`config.mk`:
```
export PLATFORM = sky130hd
export DESIGN_NAME = aes_wb_bridge
export DESIGN_NICKNAME = d
export VERILOG_FILES = /design/src/rtl/aes_wb_bridge.sv
export SDC_FILE = /design/constraint.sdc
export NUM_CORES = 1
export LEC_CHECK = 0
export ABC_AREA = 1
export BUFFER_PORTS_ARGS = -buffer_cell sky130_fd_sc_hd__buf_4
export CORE_MARGIN = 4
export CORE_UTILIZATION = 40
export DETAILED_ROUTE_END_ITERATION = 12
export PLACE_DENSITY = 0.67
export SLEW_MARGIN = 20
export SYNTH_ARGS = -nofsm -noshare
export SYNTH_HDL_FRONTEND = slang
export SYNTH_SLANG_ARGS = --single-unit
export TNS_END_PERCENT = 100
```
`constraint.sdc`:
```
create_clock -name clk -period 4.5 [get_ports clk]
set_input_delay 0.225 -clock clk [delete_from_list [all_inputs] [get_ports clk]]
set_output_delay 0.225 -clock clk [all_outputs]
set_load 0.03 [all_outputs]
```
`src/rtl/aes_wb_bridge.sv`:
```
// aes_wb_bridge
// Registered Wishbone bridge from the network adapter master port to the AES
// core slave port. Accesses outside the configured address window are
// rejected with an error, legal accesses are forwarded one at a time, and a
// downstream access that is not answered within TIMEOUT strobe cycles is
// terminated with an error so the upstream master can never hang.
//
// Ports
//   clk, rst          single clock, synchronous active-high reset
//   wbs_*             upstream Wishbone slave side (from network adapter)
//   wbm_*             downstream Wishbone master side (to AES core)
//   busy_o            high whenever the FSM is not IDLE
//   timeout_cnt_o     saturating count of timed-out accesses since reset
//
// State | meaning
// IDLE  | waiting for an upstream cyc & stb
// REQ   | downstream strobe active, waiting for ack/err/timeout/abort
// RESP  | one-cycle upstream ack or err with wbs_dat_o valid

module aes_wb_bridge #(
    parameter logic [31:0] ADDR_BASE = 32'h0000_0000,
    parameter logic [31:0] ADDR_MASK = 32'hFFFF_FF00,
    parameter logic [15:0] TIMEOUT   = 16'd255
) (
    input  logic        clk,
    input  logic        rst,

    input  logic [31:0] wbs_adr_i,
    input  logic [31:0] wbs_dat_i,
    input  logic [3:0]  wbs_sel_i,
    input  logic        wbs_we_i,
    input  logic        wbs_cyc_i,
    input  logic        wbs_stb_i,
    output logic        wbs_ack_o,
    output logic        wbs_err_o,
    output logic [31:0] wbs_dat_o,

    output logic [31:0] wbm_adr_o,
    output logic [31:0] wbm_dat_o,
    output logic [3:0]  wbm_sel_o,
    output logic        wbm_we_o,
    output logic        wbm_cyc_o,
    output logic        wbm_stb_o,
    input  logic        wbm_ack_i,
    input  logic        wbm_err_i,
    input  logic [31:0] wbm_dat_i,

    output logic        busy_o,
    output logic [7:0]  timeout_cnt_o
);

    typedef enum logic [1:0] {
        IDLE = 2'd0,
        REQ  = 2'd1,
        RESP = 2'd2
    } state_t;

    state_t      state;
    state_t      state_nxt;

    // Counts strobe cycles of the current downstream access, starting at 1 in
    // the first REQ cycle, so the compare against TIMEOUT needs no offset.
    logic [15:0] wait_cnt;
    logic [15:0] wait_cnt_nxt;

    logic [31:0] wbm_adr_nxt;
    logic [31:0] wbm_dat_nxt;
    logic [3:0]  wbm_sel_nxt;
    logic        wbm_we_nxt;
    logic        wbm_cyc_nxt;
    logic        wbs_ack_nxt;
    logic        wbs_err_nxt;
    logic [31:0] wbs_dat_nxt;
    logic        busy_nxt;
    logic [7:0]  timeout_cnt_nxt;

    logic        in_window;

    assign in_window = ((wbs_adr_i & ADDR_MASK) == ADDR_BASE);

    always_comb begin
        state_nxt       = state;
        wait_cnt_nxt    = wait_cnt;
        wbm_adr_nxt     = wbm_adr_o;
        wbm_dat_nxt     = wbm_dat_o;
        wbm_sel_nxt     = wbm_sel_o;
        wbm_we_nxt      = wbm_we_o;
        wbs_ack_nxt     = 1'b0;
        wbs_err_nxt     = 1'b0;
        wbs_dat_nxt     = wbs_dat_o;
        timeout_cnt_nxt = timeout_cnt_o;

        case (state)
            IDLE: begin
                if (wbs_cyc_i && wbs_stb_i) begin
                    if (in_window) begin
                        wbm_adr_nxt  = wbs_adr_i;
                        wbm_dat_nxt  = wbs_dat_i;
                        wbm_sel_nxt  = wbs_sel_i;
                        wbm_we_nxt   = wbs_we_i;
                        wait_cnt_nxt = 16'd1;
                        state_nxt    = REQ;
                    end else begin
                        wbs_err_nxt = 1'b1;
                        wbs_dat_nxt = 32'h0;
                        state_nxt   = RESP;
                    end
                end
            end

            REQ: begin
                // Abort beats any downstream answer: the upstream master has
                // walked away, so nothing may be returned to it.
                if (!wbs_cyc_i) begin
                    state_nxt = IDLE;
                end else if (wbm_err_i) begin
                    wbs_err_nxt = 1'b1;
                    wbs_dat_nxt = 32'h0;
                    state_nxt   = RESP;
                end else if (wbm_ack_i) begin
                    wbs_ack_nxt = 1'b1;
                    wbs_dat_nxt = wbm_we_o ? 32'h0 : wbm_dat_i;
                    state_nxt   = RESP;
                end else if (wait_cnt == TIMEOUT) begin
                    wbs_err_nxt = 1'b1;
                    wbs_dat_nxt = 32'h0;
                    if (timeout_cnt_o != 8'hFF) begin
                        timeout_cnt_nxt = timeout_cnt_o + 8'd1;
                    end
                    state_nxt = RESP;
                end else begin
                    // wait_cnt < TIMEOUT <= 65535 here, so this cannot wrap.
                    wait_cnt_nxt = wait_cnt + 16'd1;
                end
            end

            RESP: begin
                state_nxt = IDLE;
            end

            default: begin
                state_nxt = IDLE;
            end
        endcase

        wbm_cyc_nxt = (state_nxt == REQ);
        busy_nxt    = (state_nxt != IDLE);
    end

    always_ff @(posedge clk) begin
        if (rst) begin
            state         <= IDLE;
            wait_cnt      <= 16'h0;
            wbm_adr_o     <= 32'h0;
            wbm_dat_o     <= 32'h0;
            wbm_sel_o     <= 4'h0;
            wbm_we_o      <= 1'b0;
            wbm_cyc_o     <= 1'b0;
            wbm_stb_o     <= 1'b0;
            wbs_ack_o     <= 1'b0;
            wbs_err_o     <= 1'b0;
            wbs_dat_o     <= 32'h0;
            busy_o        <= 1'b0;
            timeout_cnt_o <= 8'h0;
        end else begin
            state         <= state_nxt;
            wait_cnt      <= wait_cnt_nxt;
            wbm_adr_o     <= wbm_adr_nxt;
            wbm_dat_o     <= wbm_dat_nxt;
            wbm_sel_o     <= wbm_sel_nxt;
            wbm_we_o      <= wbm_we_nxt;
            wbm_cyc_o     <= wbm_cyc_nxt;
            wbm_stb_o     <= wbm_cyc_nxt;
            wbs_ack_o     <= wbs_ack_nxt;
            wbs_err_o     <= wbs_err_nxt;
            wbs_dat_o     <= wbs_dat_nxt;
            busy_o        <= busy_nxt;
            timeout_cnt_o <= timeout_cnt_nxt;
        end
    end

endmodule

```
; ---- After elaboration in Yosys (flattened, before gate mapping)
; Index checks and enable logic that the tools add are counted.
[word_totals]
input_bits = 107
out_inout_bits = 114
elab_cells = 70
regBits = 131
[classes]
eq_ne = 12
mux = 30
bitwise_logic = 4
addsub = 2
n_reduce_logical = 10
[op_table]
columns = operator, n
row1 = $mux 32, 7
row2 = $mux 16, 6
row3 = $pmux 32 s2, 1
row4 = $logic_not 32->1, 1
row5 = $pmux 16 s2, 1
row6 = $add 16x1->16 const B, 1
row7 = $eq 16x8->1 const B, 1
row8 = $ne 2x2->1 const B, 7
row9 = $mux 2, 6
row10 = $add 8x1->8 const B, 1
row11 = $ne 8x8->1 const B, 1
row12 = $mux 1, 7
row13 = $reduce_and 7->1, 1
row14 = $reduce_and 6->1, 1
row15 = $reduce_and 5->1, 1
row16 = $eq 2x1->1 const B, 2
row17 = $ne 4x4->1 const B, 1
row18 = $not 1->1, 4
row19 = $pmux 2 s2, 1
row20 = $reduce_bool 2->1, 2
row21 = $reduce_or 4->1, 1
row22 = $reduce_and 3->1, 1
row23 = $logic_not 2->1, 1
row24 = $pmux 1 s2, 1
row25 = $logic_and 1x1->1, 1

; ---- Depth between registers and ports, before layout
; Gate-level depths: netlist of the first run.
[logic_depth]
word_depth = 7
depth_mapped = 14
ltp_nobuf = 12

; ---- Worst setup path after synthesis of the first run
; Ideal clock, no wire load.
[synth_path]
path_type = reg-to-reg
from = reg wait_cnt[0]
to = reg wait_cnt[14]
arrival_time_ps = 1512
path_stages_with_launch = 12
path_slack_ps = 2855
setup_ps = 132
path_cell_list = dfxtp_1 -> ha_1 -> nand2_2 -> nor2_4 -> nand2_2 -> inv_2 -> nand2_4 -> nand3_2 -> nand2_1 -> buf_2 -> nand2_1 -> a21oi_1
[synth_via]
elab_chain_len = 6
[synth_rtl]
columns = item, line
row1 = from (decl), 63  ; logic [15:0] wait_cnt;
row2 = from (signal assigned), 167  ; wait_cnt <= wait_cnt_nxt;
row3 = $add 16x1->16, 133  ; wait_cnt_nxt = wait_cnt + 16'd1;
row4 = $mux 16, 124  ; end else if (wait_cnt == TIMEOUT) begin
row5 = $mux 16, 120  ; end else if (wbm_ack_i) begin
row6 = $mux 16, 116  ; end else if (wbm_err_i) begin
row7 = $mux 16, 114  ; if (!wbs_cyc_i) begin
row8 = $pmux 16 s2, 93  ; case (state)
; Several ways; a longest one is shown, not always the timed one. The select of a mux whose other input is x is not followed.
; A chain may end at the register's enable or synchronous reset.

; ---- Worst setup path in the final report of the first run
[layout_path]
from = reg wait_cnt[1]
to = reg busy_o
[layout_via]
elab_chain_len = 7
[layout_rtl]
columns = item, line
row1 = $eq 16x8->1, 124
row2 = $mux 2, 124
row3 = $mux 2, 120
row4 = $mux 2, 116
row5 = $mux 2, 114
row6 = $pmux 2 s2, 93
row7 = $reduce_bool 2->1, 147  ; busy_nxt = (state_nxt != IDLE);
row8 = to (signal assigned), 177  ; busy_o <= busy_nxt;
row9 = to (decl), 48  ; output logic busy_o,
; Every way passes these cells.

==> results of run 1 <==
routing by layer:
layer	global-route usage (%)	vias up	share of wire, %
met4	8.04	0	2.6
met2	30.9	208	44
met1	24.4	2368	42
met3	9.30	27	11
li1	-	2833	-
met5	0	-	0
worst min-delay path by stage:
stage	startpoint	endpoint	slack, ns	cells after the start
6_report	wbm_err_i	wbs_ack_o$_SDFF_PP0_	0.05	2
5_1_grt	wbm_err_i	wbs_ack_o$_SDFF_PP0_	0.04	2
4_1_cts	wbm_err_i	wbs_ack_o$_SDFF_PP0_	0.04	2
3_5_place_dp	wbm_sel_o[0]$_SDFFE_PP0P_	wbm_sel_o[0]$_SDFFE_PP0P_	0.44	2
3_3_place_gp	wbm_dat_o[19]$_SDFFE_PP0P_	wbm_dat_o[19]$_SDFFE_PP0P_	0.44	2
2_1_floorplan	wbm_err_i	wbs_ack_o$_SDFF_PP0_	0.30	1
power groups by stage:
stage                     registers, W   logic, W  clock network [W]
after global placement         0.00121   0.000219                  0
after global routing           0.00119   0.000241            0.00149
after floorplan                0.00125  0.0000760                  0
after detailed placement       0.00121   0.000220                  0
final                          0.00119   0.000218            0.00141
after CTS                      0.00119   0.000221            0.00144
area by class of cell:
type / count / area share, %
Multi-Input combinational cell: 508 / 29.4
Clock buffer: 19 / 5.81
Timing Repair Buffer: 224 / 21.7
Clock inverter: 12 / 2.02
Inverter: 95 / 4.58
Tap cell: 176 / 2.83
Sequential cell: 131 / 33.7
through the flow:
step                      hold WS (ns)  instances  setup WS (ns)  utilization [%]  total power [W]
after floorplan                  0.304        775           2.86                -          0.00132
after global placement           0.437       1134           2.16             53.8          0.00143
after detailed placement         0.441       1134           2.10             53.8          0.00143
after CTS                       0.0354       1165           2.08             58.3          0.00285
after global routing            0.0362       1165           2.02             58.4          0.00292
final                           0.0465       1165           2.23             58.4          0.00282
cells in the mapped netlist (2+ instances only):
cell type	number
sky130_fd_sc_hd__a21oi_1	70
sky130_fd_sc_hd__ha_1	2
sky130_fd_sc_hd__buf_6	3
sky130_fd_sc_hd__buf_4	3
sky130_fd_sc_hd__xor2_1	5
sky130_fd_sc_hd__inv_2	2
sky130_fd_sc_hd__o21ai_1	15
sky130_fd_sc_hd__nand4_1	11
sky130_fd_sc_hd__clkbuf_1	28
sky130_fd_sc_hd__nand2_1	171
sky130_fd_sc_hd__nand3_1	51
sky130_fd_sc_hd__nand2_2	4
sky130_fd_sc_hd__dfxtp_1	131
sky130_fd_sc_hd__nor2_2	2
sky130_fd_sc_hd__nor2_1	126
sky130_fd_sc_hd__nor3_1	2
sky130_fd_sc_hd__buf_2	4
sky130_fd_sc_hd__buf_8	2
sky130_fd_sc_hd__inv_1	92
sky130_fd_sc_hd__xnor2_1	2
sky130_fd_sc_hd__o21ai_0	38
sky130_fd_sc_hd__o21bai_1	2
cell families (layout without fill, tap and decap cells):
family                     Yosys count  after routing  synth area share, %
AOI/OAI and AO/OA                  125            125                 11.5
xor gates and xnor gates             7              7                 1.12
adders and majority gates            2              2                0.457
buffers and inverters              136            350                 10.7
DFF                                131            131                 47.9
and+or+nand+nor                    374            374                 28.3
flip-flops by register name (all words and copies together) (netlist names):
name,cells
busy_o,1
wbs_ack_o,1
wbs_dat_o,32
wbm_stb_o,1
timeout_cnt_o,8
wbm_sel_o,4
wbm_we_o,1
wait_cnt,16
wbm_adr_o,32
state,2
wbs_err_o,1
wbm_dat_o,32
worst max-delay path, cell delays in order (launching register included):
cell                      delay (ns)
sky130_fd_sc_hd__dfxtp_1        0.38
sky130_fd_sc_hd__ha_1           0.25
sky130_fd_sc_hd__nand2_2        0.11
sky130_fd_sc_hd__nor2_4         0.14
sky130_fd_sc_hd__nand2_2        0.08
sky130_fd_sc_hd__inv_2          0.07
sky130_fd_sc_hd__nand2_4        0.07
sky130_fd_sc_hd__nand3_2        0.28
sky130_fd_sc_hd__nand2_1        0.41
sky130_fd_sc_hd__inv_1          0.26
sky130_fd_sc_hd__a21oi_1        0.09
==> qor.yml, run 1 <==
finish:
  num-fill-cells: 1348
  synthToLayoutAreaGrowth_pct: 42.2
  area_used_by_multi_input_combinational_logic_mm2: 0.00229
  layout_common_cells: "223 x sky130_fd_sc_hd__buf_4, 171 x sky130_fd_sc_hd__nand2_1, 131 x sky130_fd_sc_hd__dfxtp_1, 126 x sky130_fd_sc_hd__nor2_1, 92 x sky130_fd_sc_hd__inv_1"
  layout.cells.most_common: "sky130_fd_sc_hd__buf_4"
  layout.cell_area.non_filler_mm2: 0.00779
  post_route_cells_drive_above_1_share_pct: 27.2
  num-nets-final: 1086
  sequential_cell_area_mm2: 0.00262
  num_antenna_cells: 0
sta:
  finalClockSkew_ns: 0.00904
  rsz0062_at_grt: "no"
  setup_viol: 0
  totalNegativeSetupSlack_ns: 0
  tightest_slew_ns: 1.00
  fin_crit_ns: 2.27
  min_period_over_period_pct: 50.5
  hold_fails_final_rpt: 0
  timing.final.max_slew_violations: 0
  fmax_mhz: 440
  max_slew_margin_pct: 33.0
logic_synthesis:
  synth.avg_cell_area_um2: 7.07
  ys_top_cells_by_area: "sky130_fd_sc_hd__dfxtp_1 48%, sky130_fd_sc_hd__nand2_1 12%, sky130_fd_sc_hd__nor2_1 8.6%"
  ys_types: 31
  synth_seq_cells: 131
  count_of_yosys_warnings_during_synthesis: 0
  synth_sequential_area_ratio_pct: 47.9
  synth_top_area_cell: "sky130_fd_sc_hd__dfxtp_1"
  number_of_flops_mapped_to_enable_cells_by_yosys: 0
  post_synth_inst_count: 775
  yosys.area.top_type_share_pct: 47.9
  ys.flop_type: "sky130_fd_sc_hd__dfxtp_1"
  async_reset_ff_share_pct: 0
  cell_area_after_synthesis_mm2: 0.00548
  synth_nets: 884
clocking:
  post_cts_resize_count: 0
  cts_root_buf: "sky130_fd_sc_hd__clkbuf_16"
  worstSkewPairLatency_ns: 0.42
  tritoncts.num_buffers: 17
  worst_setup_hold_path_clk_slew_ns: 0.06
  clockBufferDepth: 2
  ctsHoldBuffers: 0
  htree_levels: 4
  postCtsSetupRepairBufs: 0
  cts_tree: "built"
  cts_num_sinks: 131
power:
  standby_leakage_power_nw: 3.50
  power.share.combinational_pct: 7.7
  ir_drop_worst_case_vdd_mv: 0.213
  clock_power_share_pct: 50.1
  power.share.switching_pct: 22.6
  internal_power_w: 0.00218
  p_per_area_mw_per_mm2: 361
  seqPwrFrac_pct: 42.2
  switchingPower_w: 0.000635
placement:
  routabilityCongestion: 0.845
  place.detailed.hpwl_mm: 11.3
  port-buffer-count: 220
  place_area_mm2: 0.00718
floorplan:
  core.rowCount: 42
  initial_cell_density_of_the_core_pct: 41.0
  core_area_mm2: 0.0133
  floorplan.die.height_um: 125
  die_area_mm2: 0.0156
  ios: 221
  dieWidth_um: 125
worst_setup_path:
  worst_setup_path_endpoint: "busy_o$_SDFF_PP0_"
  worst_setup_path_end_kind: "flip-flop"
  worst_ep_arrival_time_ns: 2.56
  reg2reg_to: "busy_o$_SDFF_PP0_"
  r2r_start: "wait_cnt[1]$_SDFFE_PP0P_"
  critical_path.startpoint: "wait_cnt[1]$_SDFFE_PP0P_"
  critPathRequiredTime_ns: 4.79
  r2r_setup_slack_ns: 2.23
  worst_r2r_path_depth: 10
  setup.worst_path.class: "reg -> reg"
  worstPathMaxFanout: 17
  startpoint_type: "flip-flop"
routing:
  dr.first_iter.drc_count: 311
  via_count: 5436
  detail_route.drc_violations: 0
  first_pass_iters: 4
  postRouteWirelength_mm: 16.0
  route.antenna.remaining_nets: 0
  drt-vias-per-instance: 4.67
  drt-wirelength-per-cell_um: 13.7
global_route:
  grt_overflow: 0
  grt_pass1_wl_mm: 25.5
  grt_util_all_layers_pct: 20.1
  via_count_of_the_first_global_routing_pass: 5122
  antenna_found_initial: 0
  grt_start_max_net_pins: 86
run_status:
  result_of_the_run: "complete, no violations"
job:
  max_cap_viol_count: 0
worst_hold_path:
  min_path_type: "in -> reg"
(Power assumes the default switching activity.)
==> run 2, diff against run 1 <==
--- a/config.mk
+++ b/config.mk
@@ -10,7 +10,7 @@
 export CORE_MARGIN = 4
 export CORE_UTILIZATION = 40
 export DETAILED_ROUTE_END_ITERATION = 12
-export PLACE_DENSITY = 0.67
+export PLACE_DENSITY = 0.7
 export SLEW_MARGIN = 20
 export SYNTH_ARGS = -nofsm -noshare
 export SYNTH_HDL_FRONTEND = slang
==> constraint.sdc (replaced) <==
create_clock -name clk -period 1.97 [get_ports clk]
set_input_delay 0.0985 -clock clk [delete_from_list [all_inputs] [get_ports clk]]
set_output_delay 0.0985 -clock clk [all_outputs]
set_load 0.03 [all_outputs]
==> qor.yml, run 2 (synthesis results as in run 1) <==
floorplan:
  floorplan.die.height_um: 125  # unchanged
  die_area_mm2: 0.0156  # unchanged
  core.rowCount: 42  # unchanged
  ios: 221  # unchanged
  dieWidth_um: 125  # unchanged
  core_area_mm2: 0.0133  # unchanged
  initial_cell_density_of_the_core_pct: 41.0  # unchanged
power:
  switchingPower_w: 0.00155  # +140%
  power.share.switching_pct: 24.5  # +2.0 points
  internal_power_w: 0.00476  # +120%
  ir_drop_worst_case_vdd_mv: 0.518  # +140%
  power.share.combinational_pct: 9.8  # +2.1 points
  standby_leakage_power_nw: 3.80  # +8.5%
  p_per_area_mw_per_mm2: 745  # +110%
  finalPower_w: 0.00631  # +120%
  seqPwrFrac_pct: 43.0  # +0.8 points
  clock_power_share_pct: 47.2  # -2.9 points
sta:
  totalNegativeSetupSlack_ns: 0  # unchanged
  max_slew_margin_pct: 66.7  # +34 points
  tightest_slew_ns: 0.500  # -0.505 ns
  postLayoutSetupSlackWorst_ns: 0.173  # -2.05 ns
  fmax_mhz: 556  # +26%
  rsz0062_at_grt: "no"
  finalClockSkew_ns: 0.00648  # -0.00255 ns
  hold_fails_final_rpt: 0  # unchanged
  fin_crit_ns: 1.80  # -0.475 ns
  timing.final.max_slew_violations: 0  # unchanged
  setup_viol: 0  # unchanged
  min_period_over_period_pct: 91.2  # +41 points
finish:
  area_used_by_multi_input_combinational_logic_mm2: 0.00229  # +0.11%
  layout.cells.most_common: "sky130_fd_sc_hd__buf_4"
  synthToLayoutAreaGrowth_pct: 54.7
  sequential_cell_area_mm2: 0.00262  # unchanged
  post_route_cells_drive_above_1_share_pct: 27.0  # -0.24 points
  num-fill-cells: 1139  # -16%
  finish.cell_count_without_fillers: 1238  # +6.3%
  num-nets-final: 1157  # +6.5%
  layout_common_cells: "234 x sky130_fd_sc_hd__buf_4, 171 x sky130_fd_sc_hd__nand2_1, 131 x sky130_fd_sc_hd__dfxtp_1, 126 x sky130_fd_sc_hd__nor2_1, 92 x sky130_fd_sc_hd__inv_1"
  largestRegisters: "wbm_adr_o x32, wbm_dat_o x32, wbs_dat_o x32"
placement:
  port-buffer-count: 220  # unchanged
  place.detailed.hpwl_mm: 11.4  # +0.66%
  place.detailed.instances: 1148  # +1.2%
  routabilityCongestion: 0.852  # +0.86%
  preCtsSetupSlack_ns: 0.172  # -1.92 ns
routing:
  via_count: 5784  # +6.4%
  first_pass_iters: 5  # +1
  dr.first_iter.drc_count: 417  # +34%
  drt-wirelength-per-cell_um: 13.8  # +0.49%
  route.antenna.remaining_nets: 0  # unchanged
  detail_route.drc_violations: 0  # unchanged
  drt-vias-per-instance: 4.67  # +0.13%
  postRouteWirelength_mm: 17.1  # +6.8%
worst_setup_path:
  worstPathMaxFanout: 66  # +49
  crit_slowest_cell: "sky130_fd_sc_hd__o21ai_0"
  setup.worst_path.class: "reg -> reg"
  startpoint_type: "flip-flop"
  timing.critical_path.cells: "or2_1 -> nor2_1 -> nand4_1 -> buf_12 -> o21ai_0 -> a21oi_1"
  worst_ep_arrival_time_ns: 2.07  # -0.49 ns
  worstPathBufferInverterCount: 1  # -1
  slowest_delay_ns: 0.33  # -0.08 ns
  critPathRequiredTime_ns: 2.24  # -2.55 ns
  timing.critical_path.max_delay_family: "simple AND/OR/NAND/NOR gates"
  worst_setup_path_end_kind: "flip-flop"
job:
  max_cap_viol_count: 0  # unchanged
global_route:
  grt_util_all_layers_pct: 21.3  # +1.2 points
  grt_pass1_wl_mm: 27.4  # +7.4%
  antenna_found_initial: 0  # unchanged
  grt_overflow: 0  # unchanged
  via_count_of_the_first_global_routing_pass: 5462  # +6.6%
  grt_start_max_net_pins: 67  # -22%
worst_hold_path:
  min_path_type: "in -> reg"
run_status:
  result_of_the_run: "complete, no violations"
clocking:
  worst_setup_hold_path_clk_slew_ns: 0.06  # about the same
  cts_root_buf: "sky130_fd_sc_hd__clkbuf_16"
  cts_tree: "built"
  worstSkewPairLatency_ns: 0.41  # about the same
  cts_num_sinks: 131  # unchanged
  postCtsSetupRepairBufs: 0  # unchanged
  tritoncts.num_buffers: 17  # unchanged
  htree_levels: 4  # unchanged
  clockBufferDepth: 2  # unchanged
-- run 2: changes by cell type in the layout (fill, tap and decap cells not counted), moves of 2 or more --
cell	delta
sky130_fd_sc_hd__dlygate4sd3_1	+56
sky130_fd_sc_hd__buf_4	+11
sky130_fd_sc_hd__buf_12	+3
sky130_fd_sc_hd__bufinv_16	-2
sky130_fd_sc_hd__clkbuf_8	-2
sky130_fd_sc_hd__clkinv_2	+2
-- run 2: stage by stage --
step | hold WS (ns) | util [%] | area, um2
3_3_place_gp | 0.342 | 54.8 | 7320
4_1_cts | 0.000103 | 63.2 | 8440
6_report | 0.00465 | 63.5 | 8470
5_1_grt | 0.0142 | 63.5 | 8470
3_5_place_dp | 0.343 | 54.8 | 7320
2_1_floorplan | 0.177 | - | 5480
-- run 2: final cells by class --
type / instances / area share [%]
Clock inverter: 15 / 1.59
Clock buffer: 17 / 5.02
Timing Repair Buffer: 295 / 28.6
Antenna cell: 1 / 0.0295
Multi-Input combinational cell: 508 / 27.0
Sequential cell: 131 / 30.9
Tap cell: 176 / 2.60
Inverter: 95 / 4.21
-- run 2: power groups by stage --
| stage | Combinational [W] | Sequential, W | Clock, W |
|---|---|---|---|
| floorplan | 0.000174 | 0.00285 | 0 |
| global placement | 0.000514 | 0.00277 | 0 |
| detailed placement | 0.000518 | 0.00277 | 0 |
| CTS | 0.000612 | 0.00271 | 0.00304 |
| global route | 0.000680 | 0.00272 | 0.00317 |
| finish | 0.000622 | 0.00271 | 0.00298 |
-- run 2: worst register-to-register path: cells and delay by family (launching register included) --
kind | cells | cell delay [ns]
buffers and inverters | 1 | 0.27
AND/OR/NAND/NOR | 3 | 0.62
AO/OA/AOI/OAI | 2 | 0.46
flip-flops | 1 | 0.32
-- run 2: what timing repair did --
action                                 in CTS  in global routing
resized for setup                           0                  2
hold buffers                               56                  0
endpoints found under the hold margin      56                  0
setup endpoints to repair                   0                 20
-- run 2: routing by layer --
layer | routed length, um | up-vias | track usage, %
met5 | 0 | - | 0
met4 | 450 | 0 | 8.29
met3 | 1660 | 32 | 9.59
met2 | 7780 | 246 | 33.3
met1 | 7150 | 2531 | 25.7
li1 | - | 2975 | -
-- run 2: final timing paths --
| check | endpoint | slack, ns | from | cells after the start |
|---|---|---|---|---|
| max | wbm_dat_o[21]$_SDFFE_PP0P_ | 0.17 | state[0]$_SDFF_PP0_ | 6 |
| min | wbs_dat_o[8]$_SDFFE_PP0P_ | 0.005 | wbm_dat_i[8] | 5 |
| max reg2reg | wbm_dat_o[21]$_SDFFE_PP0P_ | 0.17 | state[0]$_SDFF_PP0_ | 6 |
| min reg2reg | wbm_sel_o[1]$_SDFFE_PP0P_ | 0.44 | wbm_sel_o[1]$_SDFFE_PP0P_ | 2 |
